$ cat src/rtl/dmem_responder_if.sv
// Load/store port between the stall-aware MIPS datapath and its data-memory responder.
// The datapath is the master; the responder is the slave.
interface dmem_responder_if;
    logic [31:0] dir;
    logic        memreads;
    logic        memwrites;
    logic [31:0] datain;
    logic [31:0] dataout;
    logic        ready;
    logic        err;
    logic        busy;

    modport master (
        output dir, memreads, memwrites, datain,
        input  dataout, ready, err, busy
    );

    modport slave (
        input  dir, memreads, memwrites, datain,
        output dataout, ready, err, busy
    );
endinterface

$ cat src/rtl/dmem_responder.sv
// Multi-cycle data-memory responder: word-addressed RAM with programmable wait
// states, a one-cycle ready pulse, and error flagging for illegal accesses.
module dmem_responder #(
    parameter int DEPTH_WORDS = 64,
    parameter int WAIT_CYCLES = 2
) (
    input  logic      inclk,
    input  logic      rst_n,
    dmem_responder_if.slave bus
);
    // state   | meaning
    // IDLE    | waiting for memreads/memwrites; request accepted on the edge
    // WAIT    | counting down wait states with the latched request
    // RESP    | ready pulse (err qualified); always back to IDLE next edge

    localparam int          AW       = $clog2(DEPTH_WORDS);
    localparam bit          NO_WAIT  = (WAIT_CYCLES == 0);
    localparam logic [3:0]  CNT_INIT = NO_WAIT ? 4'd0 : 4'(WAIT_CYCLES - 1);

    typedef enum logic [1:0] {
        ST_IDLE,
        ST_WAIT,
        ST_RESP
    } state_t;

    state_t          state_q, state_d;
    logic [3:0]      cnt_q, cnt_d;
    logic [AW-1:0]   idx_q;
    logic [31:0]     datain_q;
    logic            rd_q, wr_q, err_q;
    logic [31:0]     dataout_q;

    logic [31:0]     mem [DEPTH_WORDS];

    logic            req;
    logic            req_err;
    logic            accept;
    logic            access;
    logic [AW-1:0]   acc_idx;
    logic [31:0]     acc_din;
    logic            acc_rd, acc_wr, acc_err;

    assign req     = bus.memreads | bus.memwrites;
    assign req_err = (bus.dir[1:0] != 2'b00)
                   || ((bus.dir >> (AW + 2)) != 32'd0)
                   || (bus.memreads && bus.memwrites);

    // With no wait states the access happens on the accepting edge, so it must
    // use the live request rather than the (not yet loaded) latched copy.
    assign acc_idx = (state_q == ST_IDLE) ? bus.dir[AW+1:2] : idx_q;
    assign acc_din = (state_q == ST_IDLE) ? bus.datain      : datain_q;
    assign acc_rd  = (state_q == ST_IDLE) ? bus.memreads    : rd_q;
    assign acc_wr  = (state_q == ST_IDLE) ? bus.memwrites   : wr_q;
    assign acc_err = (state_q == ST_IDLE) ? req_err         : err_q;

    always_comb begin
        state_d = state_q;
        cnt_d   = cnt_q;
        accept  = 1'b0;
        access  = 1'b0;
        case (state_q)
            ST_IDLE: begin
                if (req) begin
                    accept = 1'b1;
                    if (NO_WAIT) begin
                        state_d = ST_RESP;
                        access  = 1'b1;
                    end else begin
                        state_d = ST_WAIT;
                        cnt_d   = CNT_INIT;
                    end
                end
            end
            ST_WAIT: begin
                if (cnt_q == 4'd0) begin
                    state_d = ST_RESP;
                    access  = 1'b1;
                end else begin
                    cnt_d = cnt_q - 4'd1;
                end
            end
            ST_RESP: begin
                state_d = ST_IDLE;
            end
            default: begin
                state_d = ST_IDLE;
            end
        endcase
    end

    always_ff @(posedge inclk or negedge rst_n) begin
        if (!rst_n) begin
            state_q   <= ST_IDLE;
            cnt_q     <= 4'd0;
            idx_q     <= '0;
            datain_q  <= 32'd0;
            rd_q      <= 1'b0;
            wr_q      <= 1'b0;
            err_q     <= 1'b0;
            dataout_q <= 32'd0;
        end else begin
            state_q <= state_d;
            cnt_q   <= cnt_d;
            if (accept) begin
                idx_q    <= bus.dir[AW+1:2];
                datain_q <= bus.datain;
                rd_q     <= bus.memreads;
                wr_q     <= bus.memwrites;
                err_q    <= req_err;
            end
            // Only a pure read updates dataout; writes and dual-strobe errors leave it alone.
            if (access && acc_rd && !acc_wr) begin
                dataout_q <= acc_err ? 32'd0 : mem[acc_idx];
            end
        end
    end

    // RAM is deliberately not reset; the rst_n gate drops a same-edge access during reset.
    always_ff @(posedge inclk) begin
        if (rst_n && access && acc_wr && !acc_rd && !acc_err) begin
            mem[acc_idx] <= acc_din;
        end
    end

    assign bus.dataout = dataout_q;
    assign bus.ready   = (state_q == ST_RESP);
    assign bus.err     = (state_q == ST_RESP) && err_q;
    assign bus.busy    = (state_q != ST_IDLE);

endmodule

$ cat src/flat_wrapper.sv
// flat-port wrapper written by rule: the top's interface ports become plain ports
module dmem_responder_flat 
#(
    parameter int DEPTH_WORDS = 64,
    parameter int WAIT_CYCLES = 2
)
  (inclk, rst_n, bus_dir, bus_memreads, bus_memwrites, bus_datain, bus_dataout, bus_ready, bus_err, bus_busy);
  dmem_responder_if bus_i ();
  input  logic inclk;
  input  logic rst_n;
  input wire logic [$bits(bus_i.dir)-1:0] bus_dir;
  input wire logic [$bits(bus_i.memreads)-1:0] bus_memreads;
  input wire logic [$bits(bus_i.memwrites)-1:0] bus_memwrites;
  input wire logic [$bits(bus_i.datain)-1:0] bus_datain;
  output wire logic [$bits(bus_i.dataout)-1:0] bus_dataout;
  output wire logic [$bits(bus_i.ready)-1:0] bus_ready;
  output wire logic [$bits(bus_i.err)-1:0] bus_err;
  output wire logic [$bits(bus_i.busy)-1:0] bus_busy;
  assign bus_i.dir = bus_dir;
  assign bus_i.memreads = bus_memreads;
  assign bus_i.memwrites = bus_memwrites;
  assign bus_i.datain = bus_datain;
  assign bus_dataout = bus_i.dataout;
  assign bus_ready = bus_i.ready;
  assign bus_err = bus_i.err;
  assign bus_busy = bus_i.busy;
  dmem_responder #(.DEPTH_WORDS(DEPTH_WORDS), .WAIT_CYCLES(WAIT_CYCLES)) u_core (.inclk(inclk), .rst_n(rst_n), .bus(bus_i));
endmodule
$ cat config.mk
export PLATFORM = sky130hd
export DESIGN_NAME = dmem_responder_flat
export DESIGN_NICKNAME = d
export VERILOG_FILES = /design/src/rtl/dmem_responder_if.sv /design/src/rtl/dmem_responder.sv /design/src/flat_wrapper.sv
export SDC_FILE = /design/constraint.sdc
export NUM_CORES = 2
export LEC_CHECK = 0
export ABC_AREA = 1
export CAP_MARGIN = 0
export CORE_MARGIN = 3
export CORE_UTILIZATION = 65
export CTS_CLUSTER_SIZE = 28
export DETAILED_ROUTE_END_ITERATION = 8
export PLACE_DENSITY_LB_ADDON = 0.25
export SLEW_MARGIN = 5
export SYNTH_ARGS = -nofsm -noshare
export SYNTH_HDL_FRONTEND = slang
export SYNTH_SLANG_ARGS = --single-unit
export TNS_END_PERCENT = 20
$ cat constraint.sdc
create_clock -name inclk -period 8.68 [get_ports inclk]
set_input_delay 2.604 -clock inclk [delete_from_list [all_inputs] [get_ports inclk]]
set_output_delay 2.604 -clock inclk [all_outputs]
set_load 0.1 [all_outputs]
Word-level counts from Yosys, hierarchy flattened. Memory sizes are Yosys's and may differ from the RTL's. Index checks and enable logic that the tools add are counted.

Input bits: 68. Output and inout port bits: 35. Word-level logic and storage cells: 55. Memories kept: 1. RAM bits: 2048. Flip-flop bits (word level): 79.

Memory list: u_core.mem (depth 64, width 32, read ports 1, clocked after memory_dff 0, wr ports 1, RTL line dmem_responder.sv:33) `logic [31:0] mem [DEPTH_WORDS];`.

$add $sub $neg: 1. Equal/unequal tests: 5. Bitwise gates (word level): 1. Reductions and logical operators: 21. Multiplexer cells: 18.

Operators by type and width (number): $mux W32 (2); $reduce_bool A32 Y1 (1); $mux W1 (9); $logic_and A1 B1 Y1 (8); $mux W4 (2); $pmux W4 S2 (1); $mux W6 (1); $reduce_bool A2 Y1 (3); $logic_not A4 Y1 (1); $mux W2 (2); $ne A2 B1 Y1 const B (2); $pmux W2 S2 (1); $sub A4 B1 Y4 const B (1); $logic_not A1 Y1 (3); $reduce_and A3 Y1 (1); $eq A2 B1 Y1 const B (1); $eq A2 B2 Y1 const B (1); $logic_not A2 Y1 (1); $logic_or A1 B1 Y1 (2); $ne A2 B2 Y1 const B (1); $reduce_and A2 Y1 (1); $or A1 B1 Y1 (1).

Logic depth before layout (Yosys ltp).
Word-level depth: 9. Depth in mapped cells: 18. Depth with buffers taken out: 15.

Least setup slack after synthesis. No wires, ideal clock.

Kind: input -> register. Start: input bus_datain[31]. End: memory u_core.mem[0][31] (data pin). Data required time: 7.978 ns. Arrival time: 5.172 ns. Setup time: 0.702 ns. Buffers on the path: 0. Path slack: 2.805 ns. Cell stages on the path: 2. Cells stage by stage: inv_1 -> o21ai_0.

Word-level cells in the longest chain between the ends: 1.

RTL lines: from (decl) (RTL line flat_wrapper.sv:14) `input wire logic [$bits(bus_i.datain)-1:0] bus_datain;`; $mux W32 (RTL line dmem_responder.sv:51) `assign acc_din = (state_q == ST_IDLE) ? bus.datain : datain_q;`; net u_core.acc_din[31] (RTL line dmem_responder.sv:40) `logic [31:0] acc_din;`; to (decl) (RTL line dmem_responder.sv:33).

The timed path passes the listed nets, and every way through them passes these cells.

Final worst setup path.
Start: input bus_dir[4]. End: memory u_core.mem[34][21], enable pin.

Word-level cells in the longest chain between the ends: 1.

RTL lines: from (decl) (RTL line flat_wrapper.sv:11) `input wire logic [$bits(bus_i.dir)-1:0] bus_dir;`; $mux W6 (RTL line dmem_responder.sv:50) `assign acc_idx = (state_q == ST_IDLE) ? bus.dir[AW+1:2] : idx_q;`.

No other way between the ends.

==> results <==
- The die is 376 um wide.
- Entering global routing, the biggest net connects 222 pins.
- The total of fill cells in the finished design is 8806.
- The reg-to-reg critical path startpoint is u_core.state_q[1].
- Max-cap violations in this run came to 0.
- The maximum fanout along the worst path is 61.
- Derived from the worst setup path, the maximum achievable clock frequency is 164 MHz.
- The endpoint of the worst register-to-register path is u_core.mem[34][21].
- The maximum number of buffers from clock root to sink is 3.
- The CTS clock-pin slew for the worst setup and hold paths is 0.06 ns.
- 103 I/O pins were placed.
- Dividing total power by cell area gives a power density of 390 nW/um^2.
- The run finished with clean final reports.
- The initial antenna violation count was 9.
- The leakage power is 39.8 nW.
- The total of buffers placed on input and output ports is 102.
- The post-route clock period utilization is 70.3%.
- Global routing finished with a remaining overflow of 0.
- The final-report hold violation count came to 0.
- The detail route stage leaves a number of antenna-violating nets equal to 0.
- The net count after synthesis is 8432.
- Before antenna repair, the detailed router went through 6 iterations.
- The height of the die is 376 um.
- Data on the critical path is required at its endpoint by 9.23 ns.
- The smallest clock period supported by the final layout is computed as 6.10 ns.
- The origin of the worst setup path is bus_dir[4].
- The path category of the worst min-delay check is flip-flop to flip-flop.
- Setup repair after global routing left no endpoint under its margin.
- The core region is 136000 um^2.
- CTS placed an instance of sky130_fd_sc_hd__clkbuf_16 at the clock tree root.
- The summed negative setup slack over all endpoints is 0 ns.
- The worst pin sits at a relative slew slack of 7.95%.
- The first global-routing pass estimated 361000 um of wire.
- The number of DRC markers in iteration 0 is 8791.
- In the final design database the tool counted 8441 nets.
- Following the worst setup path forward leads to its endpoint at u_core.mem[34][21].
- Per report_power, the sequential group accounts for 35.5% of the total.
- The average size of a mapped cell is 10.6 um^2.
- For the pin with the worst max-slew slack, the measured transition is 1.38 ns.
- The H-tree was split into 4 levels.
- The final worst-path setup slack is 2.58 ns.
- Of the cells placed in the final design, the portion with a size suffix greater than 1 is 6.18%.
- Net switching is 43.6% of the power.
- After detailed routing, the number of remaining DRC violations is 0.
- The clock reaches the later pin of the worst-skew pair after 0.86 ns.
- The final number of max-transition violations is 0.
- The library cells used most frequently in the layout, excluding fill and tap cells, are sky130_fd_sc_hd__nand2_1 (3625), sky130_fd_sc_hd__edfxtp_1 (2048), sky130_fd_sc_hd__inv_1 (874).
- The yosys synthesis warning count is 0.
- After clock tree synthesis, the setup repair step added 0 buffers.
- In this run, the clock network consumes 22.7% of the power.
- The critical path in this run is classified as input port to flip-flop.
- The row count is 135.
- Summing over every cut layer, the via total after detailed routing is 61100.
- The number of cells upsized or downsized after cts is 0.
- Dividing the detail-routed via count by the number of cells gives 5.91.
- The last weighted congestion value of the routability-driven placer is 0.940.
- The effective utilization at floorplan is 65.5%.
- The setup check on the worst reg-to-reg path leaves a slack of 3.58 ns.
- The kind of start point of the critical path is an input port.
- Sequential cells were found to cover 71.4% of the synthesized design area.
- Of the total power, combinational logic draws 41.8%.
- The final setup skew is 0.0409 ns.
- Synthesis handed over a netlist of 8362 instances.
- The die covers 141000 um^2.
- Measured on the finished design, the core utilization comes to 72.8%.
- Internal power comes to 21.7 mW.
- The arrival time reported for the critical path endpoint is 6.65 ns.
- The kind of end point of the critical path is a flip-flop.
- The synthesized flop and latch total is 2127.
- From synthesis to final layout, the design area changed by 11.2%.
- The final-report setup violation count is 0.
- The number of hold buffers added after CTS was 0.
- The via count of the first global-routing pass is 57900.
- The number of CTS-inserted buffers is 202.
- The clock tree from TritonCTS is yes.
- The largest vdd supply drop is 0.000443 V.
- Summed over all layers, the routed wires come to 247000 um.
- The cell area after synthesis is 88800 um^2.
- Counting cells, the worst reg-to-reg path comes to 9.
- Summed over all nets, the switching power comes to 16.8 mW.
- The number of distinct library cells after synthesis is 30.
- The most common cell after layout, fill and taps aside is sky130_fd_sc_hd__nand2_1.
- After detailed routing, the average wire length per cell comes to 23.9 um.
- Detailed placement finished with a half-perimeter wire length of 137000 um.
- In the final layout, the multi-input gates occupy 21100 um^2.
- Timing analysis after detailed placement gives a worst setup slack of 1.80 ns.
- Global routing consumed, over all layers together, 34.7% of the routing resources.
- The number of clock sinks is 2127.
- Summing all flip-flop and latch instances after layout gives 63500 um^2.
- Summing internal, switching and leakage power gives 38.5 mW.
layer usage:
metal	vias up	part of all wire (%)	track usage, %
met2	4032	45	53.0
met4	8	6.2	19.3
met5	-	0.027	0
met3	720	13	9.03
met1	29000	35	46.1
li1	27300	-	-
Yosys cell counts (all sizes together):
master | count | area [um^2]
clkbuf | 149 | 559
dfrtp | 79 | 1980
nor4 | 1 | 6.26
nor3 | 11 | 80.1
o21ai | 294 | 1490
and2 | 20 | 125
or2 | 1 | 6.26
nor2 | 243 | 930
a21oi | 42 | 210
nand3 | 575 | 2880
ha | 2 | 25.0
o22ai | 1 | 6.26
edfxtp | 2048 | 61500
a31oi | 3 | 18.8
nand4 | 119 | 744
buf | 263 | 1340
nand2 | 3631 | 13600
inv | 880 | 3300
power groups by stage:
stage	clock (mW)	combinational (mW)	sequential, mW
2_1_floorplan	0	9.05	14.4
3_3_place_gp	0	15.2	13.8
3_5_place_dp	0	15.6	13.8
4_1_cts	8.76	15.7	13.6
5_1_grt	9.16	17.1	13.7
6_report	8.74	16.1	13.7
per-stage QoR:
stage	hold WS [ns]	instances	cell area, um^2
final	0.487	10300	98800
after global routing	0.497	10300	98800
after CTS	0.488	10300	98800
after detailed placement	0.473	9948	92200
after global placement	0.466	9947	92200
after floorplan	0.453	8362	88800
how the worst min path moves through the flow:
stage,from,end,slack [ns],cells after the start
after global placement,u_core.datain_q[13],u_core.datain_q[13],0.47,2
after floorplan,u_core.datain_q[0],u_core.datain_q[0],0.45,2
after detailed placement,u_core.datain_q[24],u_core.datain_q[24],0.47,2
after global routing,u_core.datain_q[15],u_core.datain_q[15],0.50,2
after CTS,u_core.datain_q[17],u_core.datain_q[17],0.49,2
final,u_core.datain_q[18],u_core.datain_q[18],0.49,2
critical path, cell delays in order:
cell and delay, ns:
sky130_fd_sc_hd__clkdlybuf4s50_1 0.44, sky130_fd_sc_hd__nand2_1 0.12, sky130_fd_sc_hd__nand2_4 0.47, sky130_fd_sc_hd__nor2_4 0.90, sky130_fd_sc_hd__nand3_1 0.57, sky130_fd_sc_hd__buf_4 0.40, sky130_fd_sc_hd__nor2_4 0.80, sky130_fd_sc_hd__buf_4 0.29
flip-flops by register name, indices dropped and copies added (netlist names):
| register | flops |
|---|---|
| u_core.mem | 2048 |
| u_core.bus.dataout | 32 |
| u_core.datain_q | 32 |
| u_core.idx_q | 6 |
| u_core.cnt_q | 4 |
| u_core.state_q | 2 |
| u_core.err_q | 1 |
| u_core.rd_q | 1 |
| u_core.wr_q | 1 |
logic make-up (layout without fill, tap and decap cells):
logic type	after synthesis	count (layout)	synth area share, %
AOI/OAI and AO/OA	340	340	1.95
DFF	2127	2127	71.4
and+or+nand+nor	4601	4601	20.7
adders and majority gates	2	2	0.0282
buffers and inverters	1292	1471	5.86
other	0	2	0
layout make-up:
class	instances	area share [%]
tap	1781	2.26
clock buffer	271	5.53
antenna	2	0.00507
timing repair buffer	217	2.10
sequential	2127	64.3
inverter	880	3.34
clock inverter	103	1.12
multi-input combinational	4943	21.4
Power figures use the tool's default switching activity.
